## config.mk

```make
export PLATFORM = sky130hd
export DESIGN_NAME = hex_digit_scanner
export DESIGN_NICKNAME = d
export VERILOG_FILES = /design/src/rtl/hex_digit_scanner.sv
export SDC_FILE = /design/constraint.sdc
export NUM_CORES = 1
export LEC_CHECK = 0
export BUFFER_PORTS_ARGS = -buffer_cell sky130_fd_sc_hd__buf_2
export CORE_MARGIN = 5
export CORE_UTILIZATION = 50
export DETAILED_ROUTE_END_ITERATION = 16
export GPL_TIMING_DRIVEN = 0
export HOLD_SLACK_MARGIN = 0.15
export MAX_ROUTING_LAYER = met4
export PLACE_DENSITY = 0.75
export SYNTH_ARGS = -nofsm -noshare
export SYNTH_HDL_FRONTEND = slang
export SYNTH_SLANG_ARGS = --single-unit
export TNS_END_PERCENT = 100
```

## constraint.sdc

```tcl
create_clock -name Clk -period 2.3 [get_ports Clk]
set_input_delay 0.115 -clock Clk [delete_from_list [all_inputs] [get_ports Clk]]
set_output_delay 0.115 -clock Clk [all_outputs]
set_load 0.02 [all_outputs]
```

## src/rtl/hex_digit_scanner.sv

```systemverilog
// rtl/hex_digit_scanner.sv - 4-digit seven-segment scan controller with frame-aligned double-buffered loads
// Optional feature: define LEADING_ZERO_BLANK_EN to blank leading zero digits (digit 0 always shown).
module hex_digit_scanner #(
  parameter int SCAN_DIV = 50000
) (
  input  logic        Clk,
  input  logic        Reset,
  input  logic        Load,
  input  logic [15:0] Value,
  input  logic [3:0]  DpIn,
  input  logic        Blank,
  output logic [3:0]  HexVal,
  output logic [3:0]  Anodes,
  output logic        Dp,
  output logic        Pending,
  output logic        FrameTick
);

  localparam int CW = $clog2(SCAN_DIV);

  logic [CW-1:0] cnt;
  logic [1:0]    idx;
  logic [15:0]   shadow_val;
  logic [3:0]    shadow_dp;
  logic [15:0]   disp_val;
  logic [3:0]    disp_dp;
  logic          pending_q;
  logic          frame_tick_q;

  logic          slot_end;
  logic          wrap;
  logic [3:0]    lz_off;

  assign slot_end = (cnt == CW'(SCAN_DIV - 1));
  assign wrap     = slot_end && (idx == 2'd3);

  always_ff @(posedge Clk) begin
    if (Reset) begin
      cnt          <= '0;
      idx          <= 2'd0;
      shadow_val   <= 16'd0;
      shadow_dp    <= 4'd0;
      disp_val     <= 16'd0;
      disp_dp      <= 4'd0;
      pending_q    <= 1'b0;
      frame_tick_q <= 1'b0;
    end else begin
      if (slot_end) begin
        cnt <= '0;
        idx <= idx + 2'd1;
      end else begin
        cnt <= cnt + 1'b1;
      end
      frame_tick_q <= wrap;

      // A load landing on the wrap edge bypasses the shadow and wins over any older pending load.
      if (Load && wrap) begin
        shadow_val <= Value;
        shadow_dp  <= DpIn;
        disp_val   <= Value;
        disp_dp    <= DpIn;
        pending_q  <= 1'b0;
      end else if (wrap) begin
        if (pending_q) begin
          disp_val <= shadow_val;
          disp_dp  <= shadow_dp;
        end
        pending_q <= 1'b0;
      end else if (Load) begin
        shadow_val <= Value;
        shadow_dp  <= DpIn;
        pending_q  <= 1'b1;
      end
    end
  end

  always_comb begin
    lz_off = 4'b0000;
`ifdef LEADING_ZERO_BLANK_EN
    lz_off[1] = (disp_val[15:4]  == 12'd0);
    lz_off[2] = (disp_val[15:8]  == 8'd0);
    lz_off[3] = (disp_val[15:12] == 4'd0);
`endif
  end

  always_comb begin
    HexVal = 4'd0;
    case (idx)
      2'd0:    HexVal = disp_val[3:0];
      2'd1:    HexVal = disp_val[7:4];
      2'd2:    HexVal = disp_val[11:8];
      default: HexVal = disp_val[15:12];
    endcase
  end

  always_comb begin
    Anodes = 4'b1111;
    if (!Blank && !lz_off[idx]) begin
      Anodes[idx] = 1'b0;
    end
  end

  assign Dp        = ~disp_dp[idx];
  assign Pending   = pending_q;
  assign FrameTick = frame_tick_q;

endmodule

```

### Yosys cells after proc, flatten, opt, wreduce, memory -nomap -nowiden

Index checks and enable logic that the tools add are counted.

* add/sub/neg operators: 2
* order comparisons: 2
* eq/ne operators: 5
* muxes and demuxes: 20
* bitwise logic cells: 2
* reduce and logical (&&, ||, !) cells: 14

Operators with widths (count)
* 16-bit 2-to-1 mux: 6
* 4-bit 2-to-1 mux: 7
* 16-bit by 1-bit adder with 16-bit output, second input constant: 1
* 16-bit == test, second input constant: 1
* 4-bit one-hot mux with 3 select lines: 1
* 2-bit nonzero test: 3
* 1-bit binary-select mux with 2-bit select: 2
* 2-bit == test, second input constant: 2
* 1-bit logical AND: 4
* 4-bit NOT: 1
* 2-bit AND reduction: 2
* 2-bit by 3-bit < comparator with 1-bit output, second input constant: 1
* 1-bit 2-to-1 mux: 3
* 3-bit OR reduction: 1
* 2-bit by 1-bit adder with 2-bit output, second input constant: 1
* 1-bit demux with 2-bit select: 1
* 2-bit by 1-bit == test with 1-bit output, second input constant: 1
* 2-bit by 1-bit >= comparator with 1-bit output, second input constant: 1
* 1-bit logical NOT: 2
* 2-bit logical NOT: 1
* 2-bit by 1-bit inequality test with 1-bit output, second input constant: 1
* 2-bit OR reduction: 1
* 1-bit NOT: 1

* bits in registers: 60
* input port bits: 24
* output and inout bits: 11
* logic and storage cells: 53

### Logic depth before layout (Yosys ltp)

Gate-level depths: netlist (run 1).

* word-level depth: 6
* mapped depth: 8
* mapped depth without buffers: 5

### Worst setup path before layout (run 1)

No wires, ideal clock.

* path kind: reg2reg
* from: reg cnt[0]
* to: reg disp_dp[0]
* library setup time: 121 ps
* arrival time: 1675 ps
* required time: 2179 ps
* slack: 504 ps
* cell stages (with the launch flop): 9
* path buffers: 3
* clock period less this slack: 1796 ps
* cells stage by stage: dfxtp_1 ha_1 and3_1 buf_6 nand4_2 or2_1 buf_6 buf_12 mux2_4

* cells in the longest elaborated chain, start to end: 5
* elaborated cells on any way between the ends: 7
* classes of those cells: eq/ne: 1; mux: 1; reduce/logical: 5

RTL lines
* from (decl): RTL line 21 `logic [CW-1:0] cnt;`
* from (signal assigned): RTL line 52 `cnt <= cnt + 1'b1;`
* 16-bit == test (*): RTL line 34 `assign slot_end = (cnt == CW'(SCAN_DIV - 1));`
* 1-bit logical AND (*): RTL line 35 `assign wrap = slot_end && (idx == 2'd3);`
* 1-bit logical AND: RTL line 57 `if (Load && wrap) begin`
* 2-bit nonzero test (no source line)
* 2-bit AND reduction (no source line)
* to (signal assigned): RTL line 61 `disp_dp <= DpIn;`
* to (signal assigned): RTL line 66 `disp_dp <= shadow_dp;`
* to (decl): RTL line 26 `logic [3:0] disp_dp;`

Mark *: on every way between the ends. The rest lies on a longest branch, timed or not.
A chain may end at the register's enable or synchronous reset.

### Worst setup path in the final report (run 1)

* from: reg idx[0]
* to: out HexVal[2]

* cells in the longest elaborated chain, start to end: 2
* elaborated cells on any way between the ends: 4
* classes of those cells: eq/ne: 2; mux: 1; reduce/logical: 1

RTL lines
* from (decl): RTL line 22 `logic [1:0] idx;`
* from (signal assigned): RTL line 50 `idx <= idx + 2'd1;`
* 2-bit == test (tied with other cells): RTL line 88 `case (idx)`
* 4-bit one-hot mux with 3 select lines (*): RTL line 88
* to (decl): RTL line 12 `output logic [3:0] HexVal,`

Marks and branches as above.

==> summary.md, run 1 <==
| Metric | Value |
|---|---|
| FMAX | `482 MHz` |
| Synth cell types | `42` |
| Post-route ant nets | `0` |
| Via count | `2118` |
| Slew margin rel. | `66.2%` |
| Area fraction of the dominant cell type after synthesis | `43.7%` |
| Leakage | `1.58 nW` |
| Top sig layer | `met4` |
| Max-Cap Viols | `0` |
| Warnings from Yosys | `0` |
| Critical Path RT | `2180 ps` |
| Die X | `84.2 um` |
| DRT iter0 DRCs | `150` |
| CTS buffer count | `9` |
| IO Count | `35` |
| CP delay by family, top | `flip-flops` |
| Max stage delay on crit path | `480 ps` |
| Largest net degree at the start of global routing | `12` |
| Wl on met1 | `2630 um` |
| Num Clock Sinks | `60` |
| Setup TNS | `0 ps` |
| Area Overhead vs Synth | `28.6%` |
| R2R cell count | `8` |
| Status | `finished clean` |
| GRT Util Overall | `18.2%` |
| Number of global-route vias before repair | `2103` |
| Met3 WL | `298 um` |
| Total Wirelength | `5950 um` |
| Worst min-delay path class | `primary input to register` |
| P per Cell Area | `652 mW/mm^2` |
| VDD IR-drop max | `0.000379 V` |
| Clock buffer depth | `2` |
| Final Setup Violations | `0` |
| Syn_nets | `296` |
| Slowest cell on crit path | `dfxtp_1` |
| Buf/Inv on CP | `2` |
| First-pass GRT wire length | `10100 um` |
| Synth Instances | `266` |
| Reg clk slew, reported paths | `70 ps` |
| Hold depth | `3` |
| Crit. End Element | `output pin` |
| H-tree Lvls | `3` |
| Wire per inst | `14.3 um` |
| #FFs+latches synth | `60` |
| Initial antenna violation count | `0` |
| Hold_sp | `Load` |
| Worst reg2reg path endpoint | `disp_dp[2]` |
| WP data arrival | `1960 ps` |
| IO Port Bufs | `32` |
| Fill cell count | `444` |
| DR pass1 iterations | `4` |
| Die ar. | `0.00709 mm^2` |
| Layout cells sized above 1 | `24.6%` |
| Part of the cycle the worst path needs | `90.2%` |
| Worst-path maximum fanout | `6` |
| Core area | `0.00544 mm^2` |
| Die Height | `84.2 um` |
| # rows | `27` |
| Fin area | `0.00354 mm^2` |
| Fin. Hold Viols | `0` |
| Synth area leaders | `dfxtp_1, mux2i_1, nor2_1, mux2_4, xor2_1` |
| RSZ-0062 raised after global routing | `false` |
| Global route overflow | `0` |
| Multi-input logic area | `0.00140 mm^2` |
| Post-CTS sizing | `0` |
| Vias per cell | `5.08` |
| Slew @ Worst Pin | `507 ps` |
| Reg area | `0.00120 mm^2` |
| Clock skew | `9.45 ps` |
| Hold EP | `Pending` |
| Post-synth top area cell | `dfxtp_1` |
| Final Max Slew Viols | `0` |
| Seq/Total Area, Yosys | `43.7%` |
| Worst path cell trace | `inv_1, ha_1, a222oi_1, mux2i_1, buf_2` |
| GP Congestion | `0.780` |
| TritonCTS clock tree | `built` |
| Min Tclk post-route | `2080 ps` |
| Drc violations | `0` |
| Inserted Diodes | `0` |
| Starting Density | `50.6%` |
| Mapped Area | `0.00275 mm^2` |
| Synthesized area per cell | `10.3 um^2` |
| Root Driver | `clkbuf_8` |
| Clock latency on the worst-skew pair | `340 ps` |
| Layout Nets | `370` |
| Routed wl met2 | `2900 um` |
| Crit start category | `register` |
| Worst setup path class | `register to output pin` |
| R2r setup slk | `340 ps` |
| Reg-to-Reg Start | `cnt[0]` |
| Post-DP Area | `0.00300 mm^2` |
| Post-DP HPWL | `3850 um` |
==> power breakdown <==
part	leakage (nW)	total, mW	switching, mW	internal, mW
logic	0.991	0.166	0.0749	0.0913
registers	0.488	1.08	0.0121	1.07
clock network	0.105	1.06	0.426	0.637
total	1.58	2.31	0.513	1.79
==> cell usage after synthesis (all sizes together) <==
master and number:
nand4 6, a22oi 5, and2b 8, or3 1, and4 5, inv 8, or2 1, o21ba 1
clkbuf 1, mux2i 24, ha 6, xor2 9, nand2 4, nor2b 8, buf 14, a22o 5
and3 5, o21bai 1, nand2b 4, dfxtp 60, nand3b 1, nor2 44, o21ai 3, a21oi 3
and2 1, nor4b 2, mux2 15, xnor2 4, nor3 4, a222oi 4, mux4 1, nand3 8
==> cells in the final DEF, fill, tap and decap left out, drive strengths merged, types with 5 or more instances in the layout <==
| cell type | count |
|---|---|
| dlygate4sd3 | 31 |
| and4 | 5 |
| buf | 46 |
| clkbuf | 11 |
| mux2i | 24 |
| mux2 | 15 |
| xor2 | 9 |
| ha | 6 |
| nand4 | 6 |
| inv | 8 |
| nor2b | 8 |
| and3 | 5 |
| nor2 | 44 |
| a22oi | 5 |
| nand3 | 8 |
| and2b | 8 |
| a22o | 5 |
| dfxtp | 60 |
==> timing repair <==
| action | CTS | global route |
|---|---|---|
| buffers inserted | 0 | 0 |
| endpoints found under the setup margin | 0 | 0 |
| hold buffers | 31 | 0 |
| hold endpoints to repair | 21 | 0 |
==> routing by layer <==
metal | vias up | global-route usage [%]
li1 | 1070 | -
met1 | 997 | 20.8
met2 | 39 | 29.0
met3 | 12 | 6.48
met4 | 0 | 7.46
met5 | - | -
==> registers in the layout, indices dropped and copies added, names as in the netlist <==
register,cells
idx,2
FrameTick,1
Pending,1
disp_dp,4
cnt,16
disp_val,16
shadow_dp,4
shadow_val,16
==> worst max-delay path by stage <==
stage,start,endpoint,slack (ps),depth (start not counted)
finish,idx[0],HexVal[2],220,5
global route,idx[0],HexVal[3],100,5
CTS,idx[0],HexVal[2],220,5
detailed placement,cnt[0],cnt[9],340,7
global placement,cnt[0],cnt[10],400,7
floorplan,cnt[0],disp_dp[0],500,8
==> logic make-up (layout without fill, tap and decap cells) <==
logic type	Yosys count	count (layout)	synth area share [%]
buffers and inverters	23	102	5.37
multiplexers	40	40	17.1
flip-flops	60	60	43.7
AND/OR/NAND/NOR	102	102	20.9
AO/OA/AOI/OAI	22	22	6.14
adder cells (fa/ha/maj)	6	6	2.73
XOR/XNOR	13	13	4.14
==> tightest hold or removal path: cells and delay by family <==
kind,cells,cell delay [ps]
AND/OR/NAND/NOR,2,220
buffers and inverters,1,190
==> cell type report <==
type	count	share of cell area, %
inverters	8	0.849
clock inverters	6	2.48
repair buffers	63	13.3
clock buffers	10	3.89
multi-input cells	183	39.7
well taps	72	2.55
flip-flops and latches	60	34.0
plain buffers	15	3.33
==> per-stage QoR <==
step	utilization [%]	setup slack (ps)	std cells	power, mW	hold slack, ps
CTS	65.0	224	417	2.32	222
floorplan	-	504	266	1.18	262
global placement	55.2	397	370	1.22	365
finish	65.0	225	417	2.31	242
global route	65.0	95.1	417	2.39	241
detailed placement	55.2	343	370	1.22	384
(Power assumes the default switching activity.)
==> run 2: changes to the inputs <==
--- a/config.mk
+++ b/config.mk
@@ -6,7 +6,7 @@
 export NUM_CORES = 1
 export LEC_CHECK = 0
 export BUFFER_PORTS_ARGS = -buffer_cell sky130_fd_sc_hd__buf_2
-export CORE_MARGIN = 5
+export CORE_MARGIN = 2
 export CORE_UTILIZATION = 50
 export DETAILED_ROUTE_END_ITERATION = 16
 export GPL_TIMING_DRIVEN = 0
==> run 2 against run 1 <==
  * Routed wire length is 3.9% lower
  * Die area is 14% lower
  * Combinational power hardly changed
  * Worst hold slack worse by 2.1 ps
  * Utilization is 0.59 points higher
  * First-iteration DRC count is 21% lower
  * Via count is 1.4% higher
  * Flip-flop and latch count stayed put
  * Largest power group is now the clock network
  * Clock power hardly changed
  * Sequential share of layout area is 0.096 points lower
  * Critical endpoint unchanged
  * Total power is 1.3% higher
  * Clock skew is 2.1 ps lower
==> summary.md, run 2 (same netlist as run 1, synthesis figures left out) <==
| Metric | Value |
|---|---|
| Status | `finished clean` |
| Initial antenna violation count | `0 (unchanged)` |
| Via count | `2147 (+1.4%)` |
| Fin. Hold Viols | `0 (unchanged)` |
| Drc violations | `0 (unchanged)` |
| Crit start category | `register` |
| Worst setup path class | `register to output pin` |
| Dpl cells | `370 (unchanged)` |
| Number of global-route vias before repair | `2139 (+1.7%)` |
| Max-Cap Viols | `0 (unchanged)` |
| Num Clock Sinks | `60 (unchanged)` |
| Core area | `0.00541 mm^2 (-0.62%)` |
| Starting Density | `50.9% (+0.32 points)` |
| Wire per inst | `13.7 um (-3.9%)` |
| Layout Cells excl Fill | `417 (unchanged)` |
| Reg clk slew, reported paths | `60 ps (about the same)` |
| Reg-to-Reg Start | `cnt[0]` |
| RSZ-0062 raised after global routing | `false` |
| R2r setup slk | `370 ps (+30 ps)` |
| Slew @ Worst Pin | `521 ps (+14.2 ps)` |
| Post-DP HPWL | `3750 um (-2.5%)` |
| Most frequent cells in the layout | `dfxtp_1, nor2_1, buf_2` |
| Clock latency on the worst-skew pair | `330 ps (about the same)` |
| Part of the cycle the worst path needs | `88.5% (-1.7 points)` |
| WP data arrival | `1920 ps (-40 ps)` |
| Crit. End Element | `output pin` |
| Worst min-delay path class | `primary input to register` |
| GRT Util Overall | `20.9% (+2.7 points)` |
| R2R cell count | `8 (unchanged)` |
| Commonest non-fill, non-tap cell in the layout | `dfxtp_1` |
| IO Port Bufs | `32 (unchanged)` |
| CTS buffer count | `9 (unchanged)` |
| Critical Path RT | `2180 ps (about the same)` |
| Die Height | `78.2 um (-7.1%)` |
| Leakage | `1.60 nW (+1.1%)` |
| Post-CTS sizing | `0 (unchanged)` |
| Vias per cell | `5.15 (+1.4%)` |
| Clock buffer depth | `2 (unchanged)` |
| Post-route ant nets | `0 (unchanged)` |
| Setup TNS | `0 ps (unchanged)` |
| DRT iter0 DRCs | `118 (-21%)` |
| P per Cell Area | `659 mW/mm^2 (+0.99%)` |
| FMAX | `491 MHz (+1.9%)` |
| Worst reg2reg path endpoint | `disp_val[15]` |
| Hold depth | `3 (unchanged)` |
| Hold_sp | `Load` |
| Area Overhead vs Synth | `28.9%` |
| Largest net degree at the start of global routing | `11 (-1)` |
| Hold EP | `Pending` |
| Final Setup Violations | `0 (unchanged)` |
| Die ar. | `0.00611 mm^2 (-14%)` |
| First-pass GRT wire length | `9720 um (-3.4%)` |
| DR pass1 iterations | `4 (unchanged)` |
| Layout cells sized above 1 | `24.6% (unchanged)` |
| Slew margin rel. | `65.2% (-0.94 points)` |
| IO Count | `35 (unchanged)` |
| Die X | `78.2 um (-7.1%)` |
| Final Max Slew Viols | `0 (unchanged)` |
| Total Wirelength | `5710 um (-3.9%)` |
| GP Congestion | `0.836 (+7.2%)` |
| VDD IR-drop max | `0.000376 V (-0.77%)` |
| Inserted Diodes | `0 (unchanged)` |
| DP Worst Slack | `371 ps (+27.5 ps)` |
| TritonCTS clock tree | `built` |
| Worst-path maximum fanout | `6 (unchanged)` |
| Root Driver | `clkbuf_8` |
| Final WS setup | `264 ps (+38.9 ps)` |
| H-tree Lvls | `3 (unchanged)` |
| Global route overflow | `0 (unchanged)` |
| Post-layout utilization of the core | `65.6% (+0.59 points)` |
| Clock skew | `7.36 ps (-2.09 ps)` |
| Min Tclk post-route | `2040 ps (-38.9 ps)` |
| Largest registers | `cnt (16), disp_val (16), shadow_val (16)` |
| Layout Nets | `370 (unchanged)` |
| # rows | `27 (unchanged)` |
==> run 2: cell count changes in the layout (fill, tap and decap cells not counted), sizes merged <==
cell / previous run / this run
clkbuf: 11 / 13
clkinv: 1 / 2
clkinvlp: 3 / 0
==> run 2: layer usage <==
| layer | part of all wire, % | global-route usage [%] |
|---|---|---|
| met5 | 0 | - |
| met4 | 1.0 | 6.32 |
| met3 | 3.6 | 6.32 |
| met2 | 51 | 36.6 |
| met1 | 44 | 23.0 |
==> run 2: worst max path at each step <==
| stage | from | end | slack [ps] | depth (start not counted) |
|---|---|---|---|---|
| 2_1_floorplan | cnt[0] | disp_dp[0] | 500 | 8 |
| 3_3_place_gp | cnt[0] | disp_val[0] | 410 | 8 |
| 5_1_grt | idx[0] | HexVal[0] | 100 | 5 |
| 3_5_place_dp | cnt[0] | disp_val[15] | 370 | 8 |
| 4_1_cts | idx[0] | HexVal[0] | 280 | 5 |
| 6_report | idx[0] | HexVal[2] | 260 | 5 |
==> run 2: critical path, stage by stage, from the launching register on <==
cell and delay (ps):
dfxtp_1 470, inv_1 130, ha_1 280, a222oi_1 410
mux2i_1 130, buf_2 180
==> run 2: per-stage QoR <==
stage / instance area, um^2 / power (mW) / hold WS (ps)
after detailed placement: 3000 / 1.22 / 381
after global placement: 3000 / 1.22 / 365
after global routing: 3550 / 2.42 / 235
after CTS: 3550 / 2.36 / 220
after floorplan: 2750 / 1.18 / 262
final: 3550 / 2.34 / 240
==> run 2: cell type report <==
class / instances / area, um^2
fillers: 430 / 1860
multi-input cells: 183 / 1400
flip-flops and latches: 60 / 1200
repair buffers: 63 / 470
clock buffers: 12 / 165
plain buffers: 15 / 118
well taps: 72 / 90.1
clock inverters: 4 / 70.1
inverters: 8 / 30.0
==> run 2: power breakdown <==
group          internal, mW  leakage [nW]  switching (mW)
logic                0.0912         0.991          0.0750
clock network         0.695         0.122           0.397
registers              1.07         0.488          0.0120
total                  1.85          1.60           0.484
==> run 2: what timing repair did <==
item | in CTS | in global routing
endpoints found under the hold margin | 21 | 0
hold buffers | 31 | 0
setup buffers | 0 | 0
